$ cat src/rtl/hps_spim_resp_pkg.sv
// Shared types and frame-format constants for the HPS SPI-master responder.
package hps_spim_resp_pkg;

  typedef enum logic [1:0] {
    ST_IDLE,
    ST_CMD,
    ST_DATA,
    ST_DONE
  } state_e;

  localparam int unsigned FRAME_BITS = 16;
  localparam int unsigned CMD_BITS   = 8;
  localparam int unsigned RW_BIT     = 7;
  localparam int unsigned ADDR_W     = 7;

endpackage

$ cat src/rtl/hps_spim_resp_sync.sv
// N-stage synchronizer for one asynchronous SPI pin, with rise/fall pulses
// derived from the synchronized level.
module hps_spim_resp_sync #(
  parameter int unsigned STAGES  = 2,
  parameter logic        RST_VAL = 1'b0
) (
  input  logic clk_i,
  input  logic rst_i,
  input  logic d_i,
  output logic q_o,
  output logic rise_o,
  output logic fall_o
);

  logic [STAGES-1:0] sr_q;
  logic              prev_q;

  always_ff @(posedge clk_i) begin
    if (rst_i) begin
      sr_q   <= {STAGES{RST_VAL}};
      prev_q <= RST_VAL;
    end else begin
      sr_q   <= {sr_q[STAGES-2:0], d_i};
      prev_q <= sr_q[STAGES-1];
    end
  end

  assign q_o    = sr_q[STAGES-1];
  assign rise_o = sr_q[STAGES-1] & ~prev_q;
  assign fall_o = ~sr_q[STAGES-1] & prev_q;

endmodule

$ cat src/rtl/hps_spim_responder.sv
// SPI mode-0 slave answering 16-bit {rw, addr[6:0], data[7:0]} frames with a
// byte-wide register file, write/read strobes and an aborted-frame counter.
module hps_spim_responder
  import hps_spim_resp_pkg::*;
#(
  parameter int unsigned NREGS       = 16,
  parameter int unsigned SYNC_STAGES = 2,
  parameter logic [7:0]  REG_RST     = 8'h00
) (
  input  logic               clk_clk,
  input  logic               reset_reset,
  input  logic               spi_sclk,
  input  logic               spi_ss_n,
  input  logic               spi_mosi,
  output logic               spi_miso,
  output logic               spi_miso_oe,
  output logic [NREGS*8-1:0] reg_q,
  output logic               wr_strobe,
  output logic [ADDR_W-1:0]  wr_addr,
  output logic [7:0]         wr_data,
  output logic               rd_strobe,
  output logic               busy,
  output logic [7:0]         err_cnt
);

  logic ss_s, ss_rise, ss_fall;
  logic sclk_rise, sclk_fall, mosi_s;
  logic unused_sclk_lvl, unused_mosi_rise, unused_mosi_fall;

  hps_spim_resp_sync #(.STAGES(SYNC_STAGES), .RST_VAL(1'b0)) u_sync_sclk (
    .clk_i(clk_clk), .rst_i(reset_reset), .d_i(spi_sclk),
    .q_o(unused_sclk_lvl), .rise_o(sclk_rise), .fall_o(sclk_fall)
  );

  hps_spim_resp_sync #(.STAGES(SYNC_STAGES), .RST_VAL(1'b1)) u_sync_ss (
    .clk_i(clk_clk), .rst_i(reset_reset), .d_i(spi_ss_n),
    .q_o(ss_s), .rise_o(ss_rise), .fall_o(ss_fall)
  );

  hps_spim_resp_sync #(.STAGES(SYNC_STAGES), .RST_VAL(1'b0)) u_sync_mosi (
    .clk_i(clk_clk), .rst_i(reset_reset), .d_i(spi_mosi),
    .q_o(mosi_s), .rise_o(unused_mosi_rise), .fall_o(unused_mosi_fall)
  );

  state_e            state_q;
  logic [3:0]        bit_cnt_q;
  logic [7:0]        cmd_sr_q, rx_sr_q, tx_sr_q;
  logic              miso_q, wr_strobe_q, rd_strobe_q;
  logic [ADDR_W-1:0] wr_addr_q;
  logic [7:0]        wr_data_q, err_cnt_q;
  logic [7:0]        regs_q [NREGS];
  logic [1:0]        arm_cnt_q;
  logic              armed_q;

  logic [7:0] cmd_next, rx_next, rd_byte;
  logic       wr_hit, abort, commit_wr;

  always_comb begin
    cmd_next = {cmd_sr_q[6:0], mosi_s};
    rx_next  = {rx_sr_q[6:0], mosi_s};
    rd_byte  = '0;
    wr_hit   = 1'b0;
    for (int unsigned n = 0; n < NREGS; n++) begin
      if (cmd_next[RW_BIT] && cmd_next[ADDR_W-1:0] == 7'(n)) rd_byte = regs_q[n];
      if (cmd_sr_q[ADDR_W-1:0] == 7'(n)) wr_hit = 1'b1;
    end
    abort     = ss_rise && (state_q == ST_CMD || state_q == ST_DATA);
    commit_wr = !abort && state_q == ST_DATA && sclk_rise &&
                bit_cnt_q == 4'(FRAME_BITS - 1) && !cmd_sr_q[RW_BIT] && wr_hit;
  end

  // The ss_n synchronizer resets to 1, so a low pin at reset release would look
  // like a falling edge; frames are only accepted once a genuine high was seen.
  always_ff @(posedge clk_clk) begin
    if (reset_reset) begin
      arm_cnt_q <= '0;
      armed_q   <= 1'b0;
    end else if (arm_cnt_q != 2'(SYNC_STAGES)) begin
      arm_cnt_q <= arm_cnt_q + 2'd1;
    end else if (ss_s) begin
      armed_q <= 1'b1;
    end
  end

  always_ff @(posedge clk_clk) begin
    if (reset_reset) begin
      state_q     <= ST_IDLE;
      bit_cnt_q   <= '0;
      cmd_sr_q    <= '0;
      rx_sr_q     <= '0;
      tx_sr_q     <= '0;
      miso_q      <= 1'b0;
      wr_strobe_q <= 1'b0;
      rd_strobe_q <= 1'b0;
      wr_addr_q   <= '0;
      wr_data_q   <= '0;
      err_cnt_q   <= '0;
      for (int unsigned n = 0; n < NREGS; n++) regs_q[n] <= REG_RST;
    end else begin
      wr_strobe_q <= 1'b0;
      rd_strobe_q <= 1'b0;
      for (int unsigned n = 0; n < NREGS; n++)
        if (commit_wr && cmd_sr_q[ADDR_W-1:0] == 7'(n)) regs_q[n] <= rx_next;

      if (abort) begin
        state_q <= ST_IDLE;
        miso_q  <= 1'b0;
        if (err_cnt_q != 8'hFF) err_cnt_q <= err_cnt_q + 8'd1;
      end else begin
        unique case (state_q)
          ST_IDLE: begin
            miso_q <= 1'b0;
            if (armed_q && ss_fall) begin
              state_q   <= ST_CMD;
              bit_cnt_q <= '0;
            end
          end
          ST_CMD: begin
            if (sclk_rise) begin
              cmd_sr_q  <= cmd_next;
              bit_cnt_q <= bit_cnt_q + 4'd1;
              if (bit_cnt_q == 4'(CMD_BITS - 1)) begin
                tx_sr_q <= rd_byte;
                state_q <= ST_DATA;
              end
            end
          end
          ST_DATA: begin
            if (sclk_fall) begin
              miso_q  <= tx_sr_q[7];
              tx_sr_q <= {tx_sr_q[6:0], 1'b0};
            end
            if (sclk_rise) begin
              rx_sr_q   <= rx_next;
              bit_cnt_q <= bit_cnt_q + 4'd1;
              if (bit_cnt_q == 4'(FRAME_BITS - 1)) begin
                state_q <= ST_DONE;
                miso_q  <= 1'b0;
                if (cmd_sr_q[RW_BIT]) begin
                  rd_strobe_q <= 1'b1;
                end else if (wr_hit) begin
                  wr_strobe_q <= 1'b1;
                  wr_addr_q   <= cmd_sr_q[ADDR_W-1:0];
                  wr_data_q   <= rx_next;
                end
              end
            end
          end
          ST_DONE: begin
            miso_q <= 1'b0;
            if (ss_rise) state_q <= ST_IDLE;
          end
          default: state_q <= ST_IDLE;
        endcase
      end
    end
  end

  always_comb begin
    reg_q = '0;
    for (int unsigned n = 0; n < NREGS; n++) reg_q[8*n +: 8] = regs_q[n];
  end

  assign spi_miso    = miso_q;
  assign spi_miso_oe = ~ss_s;
  assign wr_strobe   = wr_strobe_q;
  assign wr_addr     = wr_addr_q;
  assign wr_data     = wr_data_q;
  assign rd_strobe   = rd_strobe_q;
  assign busy        = (state_q == ST_CMD) || (state_q == ST_DATA);
  assign err_cnt     = err_cnt_q;

endmodule

$ cat config.mk
export PLATFORM = sky130hd
export DESIGN_NAME = hps_spim_responder
export DESIGN_NICKNAME = d
export VERILOG_FILES = /design/src/rtl/hps_spim_resp_pkg.sv /design/src/rtl/hps_spim_resp_sync.sv /design/src/rtl/hps_spim_responder.sv
export SDC_FILE = /design/constraint.sdc
export NUM_CORES = 1
export LEC_CHECK = 0
export ABC_AREA = 1
export CAP_MARGIN = 20
export CELL_PAD_IN_SITES_DETAIL_PLACEMENT = 0
export CELL_PAD_IN_SITES_GLOBAL_PLACEMENT = 1
export CORE_MARGIN = 2
export CORE_UTILIZATION = 39
export DETAILED_ROUTE_END_ITERATION = 10
export GPL_ROUTABILITY_DRIVEN = 0
export GPL_TIMING_DRIVEN = 1
export HOLD_SLACK_MARGIN = 0.02
export PLACE_DENSITY = 0.84
export SYNTH_ARGS = -nofsm -noshare
export SYNTH_HDL_FRONTEND = slang
export SYNTH_SLANG_ARGS = --single-unit
$ cat constraint.sdc
create_clock -name clk_clk -period 4 [get_ports clk_clk]
set_clock_uncertainty 0.2 [all_clocks]
set_input_delay 0.6 -clock clk_clk [delete_from_list [all_inputs] [get_ports clk_clk]]
set_output_delay 0.6 -clock clk_clk [all_outputs]
set_load 0.02 [all_outputs]
==> After elaboration in Yosys (flattened, before gate mapping) <==
Memories as Yosys holds them, arrays and structs flattened.
Index checks and enable logic that the tools add are counted.
{ "op_classes": {"n_addsub": 3, "eq_ne": 45, "muxes": 118, "bitwise_logic": 30, "reduce_logical": 61} }
{ "ops": {"columns": ["cell", "count"], "rows": [
  ["$mux W8", 35],
  ["$eq A7 B4 Y1 const B", 16],
  ["$mux W1", 71],
  ["$eq A7 B3 Y1 const B", 8],
  ["$logic_and A1 B1 Y1", 39],
  ["$eq A7 B2 Y1 const B", 4],
  ["$or A1 B1 Y1", 16],
  ["$pmux W8 S2", 1],
  ["$eq A7 B1 Y1 const B", 2],
  ["$logic_not A7 Y1", 2],
  ["$mux W2", 6],
  ["$ne A2 B2 Y1 const B", 6],
  ["$reduce_and A6 Y1", 2],
  ["$not A1 Y1", 10],
  ["$add A8 B1 Y8 const B", 1],
  ["$mux W4", 2],
  ["$ne A8 B8 Y1 const B", 1],
  ["$pmux W2 S4", 1],
  ["$pmux W4 S2", 1],
  ["$ne A2 B1 Y1 const B", 3],
  ["$reduce_and A3 Y1", 2],
  ["$reduce_bool A2 Y1", 3],
  ["$reduce_or A2 Y1", 3],
  ["$reduce_or A6 Y1", 1],
  ["15 further kinds", 21]
]} }
{ "word_totals": {"register_bits": 66, "ramBits": 128, "wordCells": 276, "n_memories": 1} }
{ "mem_list": {"columns": ["memory", "words", "word_bits", "read_ports", "rd_clocked_by_memory_dff", "write_ports", "line_no", "source"], "rows": [
  ["regs_q", 16, 8, 16, 0, 16, "hps_spim_responder.sv:51", "logic [7:0] regs_q [NREGS];"]
]} }

==> Depth between registers and ports, before layout <==
{ "logic_depth": {"word_depth": 23, "ltp_mapped": 18, "mapped_depth_nobuf": 17} }

==> Modules after synthesis <==
A second synthesis with hierarchy kept.
{ "hier_totals": {"cells_unflattened": 924, "hier_area_um2": 8587.0} }
{ "by_module_without_submodules": {"columns": ["module", "instances", "cells_per_inst", "area_each_um2", "seq_area_each_um2"], "rows": [
  ["hps_spim_responder", 1, 887, 8301.7, 5004.8],
  ["hps_spim_resp_sync (u_sync_mosi ...)", 2, 12, 93.8, 60.1],
  ["hps_spim_resp_sync (u_sync_ss)", 1, 13, 97.6, 60.1]
]} }

==> Least setup slack after synthesis <==
OpenSTA, ideal clock, no wires.
{ "synth_timing": {"path_type": "reg2reg", "from": "register state_q[0]", "to": "memory regs_q[10][0] (netlist: regs_q[1][16]) (enable)", "setup_ns": 0.384, "arrival_time_ns": 2.603, "required_ns": 3.416, "setup_slack_ns": 0.813, "stages_incl_launch_ff": 12, "path_cell_list": "dfxtp_1 -> inv_1 -> ha_1 -> nand2_2 -> nand2_1 -> nor2_4 -> inv_2 -> nor4_4 -> inv_2 -> nor4_2 -> inv_1 -> o21ai_0"} }
{ "synth_rtl": {"columns": ["item", "line_no", "source"], "rows": [
  ["start: declaration", "hps_spim_responder.sv:45", "state_e state_q;"],
  ["start signal: assignment", "hps_spim_responder.sv:87", "state_q <= ST_IDLE;"],
  ["start signal: assignment", "hps_spim_responder.sv:106", "state_q <= ST_IDLE;"],
  ["start signal: assignment", "hps_spim_responder.sv:114", "state_q <= ST_CMD;"],
  ["end: declaration", "hps_spim_responder.sv:51", null]
]} }

==> summary.md <==
| Metric | Value |
|---|---|
| Area of the core | approximately 21000 um^2 |
| Syn Nets | 898 |
| Reg2reg setup slack | between 700 and 800 ps |
| WP data arrival | 3190 ps |
| Vias in the first global route | 6379 |
| Critical Path RT | 3900 ps |
| Vias per cell | 5.17 |
| CP most frequent cell | nand2_1 |
| Crit start category | flip-flop |
| P&R area growth vs syn | 30.1% |
| Design area | ~11000 um^2 |
| Min Tclk post-route | 3290 ps |
| Final Hold Viols | 0 |
| Distinct cells, synth | 36 |
| Mapped cell area | just over 8000 um^2 |
| Vias | 6897 |
| Die Ht | 150 um |
| Fin cells | roughly 1300 |
| Status | finished, final reports clean |
| H-Tree Depth | 4 |
| Hold WC Path Type | reg -> reg |
| Internal | 3.34 mW |
| Die width | 150 um |
| EDFF count, synth | 128 |
| Final setup fails | 0 |
| Post-CTS Setup Bufs | 0 |
| Worst Hold End | u_sync_sclk.sr_q[1] |
| Reg2Reg Depth | 11 |
| Wire length per cell | 18.8 um |
| RSZ-0062 raised after global routing | no |
| Number of diodes | 0 |
| Commonest cells after routing, fill and taps aside | nor2_1, clkdlybuf4s50_1, nand2_1 |
| Initial drt markers | 704 |
| Net Switching | 1.18 mW |
| Post-Place Cells | 1302 |
| Hold buffers post-CTS | 0 |
| Dpl hpwl | 18700 um |
| Worst vdd ir | between 300 and 400 uV |
| Input/output buffers | 160 |
| Fmax | 304 MHz |
| Warnings from Yosys | 0 |
| Post-synth ARST share | 0% |
| Starting Density | 39.7% |
| Post-CTS Resized | 0 |
| Syn avg cell area | 9.40 um^2 |
| ANT nets after route | 0 |
| CP bufs+invs | 3 |
| TritonRoute pass-1 iters | 5 |
| Final setup TNS | 0 ps |
| Total GRT Usage | 22.2% |
| Worst setup EP type | flip-flop |
| CTS tree | done |
| Slew margin rel. | 45.4% |
| Largest net degree at the start of global routing | 51 |
| CTS buffer count | 17 |
| Num ports | 161 |
| Worst path top cell family by delay | simple AND/OR/NAND/NOR gates |
| Final Cycle Share | 82.2% |
| Gate power share | 12.4% |
| CTS clk-pin slew, worst paths | roughly 70 ps |
| Hold path startpoint | u_sync_sclk.sr_q[0] |
| Global route overflow | 0 |
| CP max stage cell | dfxtp_1 |
| Worst skew pair latency | 430 ps |
| Sink Count | 194 |
| Share of cells above drive strength 1 | 6.79% |
| RR Endpoint | regs_q[1][9] |
| Routed WL | roughly 25000 um |
| #FFs+latches synth | between 150 and 200 |
| Maxcap violations | 0 |
| # nets final | 1061 |
| Worst r2r src | state_q[0] |
| Clock Power Share | 37.0% |
| First-pass GRT wire length | 36900 um |
| Post-Synthesis Cells | 884 |
| Hold path cells | 2 |
| Max clock buf depth | 2 |
| Clock root cell | clkbuf_16 |
| Setup CP Type | reg -> reg |
| Final slew viol count | 0 |
| Worst Tran Pin Value | ~810 ps |
| Power per Cell Area | 418 nW/um^2 |
| Post-DP Area | 10200 um^2 |
| Leakage power | ~4.0 nW |
| Worst-path maximum fanout | 9 |
| # DRC | 0 |
| Register area share after synthesis | 62.2% |
| Critical Path Source | state_q[0] |
| Die area | 22500 um^2 |
| Worst hold slack | 201 ps |
| Synth Flop Type | edfxtp_1 |
| Sw Share | 26.1% |
| Crit-path cells | inv_1 > ha_1 > nand2_2 > nand2_1 > nor2_4 > inv_2 > nor4_4 > inv_2 > nor4_2 > nand2_1 > nand2_1 |
| Flop pwr share | between 50% and 60% |
| Worst path max stage delay | 410 ps |
| Most common cell after layout, fill and taps aside | nor2_1 |
| Antenna violations before repair | 0 |
| Site Rows | 53 |
state kept, by name, summed over array words and instances, names as in the netlist:
signal / flops
bit_cnt_q: 4
cmd_sr_q: 8
u_sync_sclk.sr_q: 2
wr_data: 8
u_sync_ss.sr_q: 2
state_q: 2
u_sync_ss.prev_q: 1
spi_miso: 1
u_sync_mosi.sr_q: 2
rd_strobe: 1
rx_sr_q: 7
regs_q: 128
wr_addr: 7
wr_strobe: 1
err_cnt: 8
armed_q: 1
tx_sr_q: 8
arm_cnt_q: 2
u_sync_sclk.prev_q: 1
worst max-delay path by stage:
| stage | slack [ps] | to | depth (start not counted) |
|---|---|---|---|
| finish | 710 | regs_q[1][9] | 11 |
| global route | 420 | regs_q[1][6] | 11 |
| CTS | 710 | regs_q[1][9] | 11 |
| detailed placement | 730 | regs_q[1][12] | 11 |
| global placement | 860 | regs_q[1][2] | 11 |
| floorplan | 810 | regs_q[1][16] | 11 |
worst min-delay path: stages, from the launching register on:
cell and delay, ps:
dfxtp_1 300, inv_1 40, nor2_1 30
stage by stage:
step | power (mW) | util, % | worst slack (ps)
final | 4.51 | 51.6 | 710
after detailed placement | 2.89 | 48.8 | 734
after global routing | 4.66 | 51.6 | 415
after floorplan | 2.67 | - | 813
after CTS | 4.52 | 51.5 | 713
after global placement | 2.88 | 48.8 | 859
cell type report:
type	count	area, um^2
multi-input combinational	555	2640
clock inverter	10	82.6
timing repair buffer	170	1680
inverter	109	409
sequential	194	5160
fill	1897	10100
clock buffer	22	495
tap	275	344
power groups by stage:
stage | clock [mW] | combinational (mW) | sequential (mW)
6_report | 1.67 | 0.560 | 2.29
2_1_floorplan | 0 | 0.303 | 2.36
4_1_cts | 1.67 | 0.561 | 2.29
5_1_grt | 1.75 | 0.619 | 2.29
3_5_place_dp | 0 | 0.557 | 2.33
3_3_place_gp | 0 | 0.554 | 2.33
synth_stat cells (3+ instances only):
library cell / n / area, um^2
nand2_1: 153 / 574
a31oi_1: 3 / 18.8
o31ai_1: 3 / 22.5
nand3_1: 38 / 190
dfxtp_1: 66 / 1320
a211oi_1: 4 / 30.0
nand2_2: 6 / 37.5
or2_2: 8 / 50.1
ha_1: 9 / 113
inv_2: 8 / 30.0
buf_2: 3 / 15.0
nor2_1: 170 / 638
inv_1: 99 / 372
edfxtp_1: 128 / 3840
a21oi_1: 49 / 245
o21ai_0: 44 / 220
nand4_1: 27 / 169
nor3_1: 11 / 55.1
nor2_2: 3 / 18.8
nor4_1: 6 / 37.5
clkbuf_1: 21 / 78.8
a22oi_1: 7 / 52.6
metal layers:
layer,routed length [um],vias up,track usage (%)
li1,-,3276,-
met3,2230,32,5.03
met1,10500,3260,30.2
met5,0,-,0
met2,12000,329,35.5
met4,409,0,6.51
kinds of logic (layout without fill, tap and decap cells):
group | Yosys count | after routing | synth area share (%)
and+or+nand+nor | 430 | 430 | 22.5
DFF | 194 | 194 | 62.2
muxes | 1 | 1 | 0.120
buffers and inverters | 135 | 311 | 6.19
adders and majority gates | 9 | 9 | 1.36
AOI/OAI and AO/OA | 115 | 115 | 7.69
Note: power is estimated with default switching activity, not from simulation.
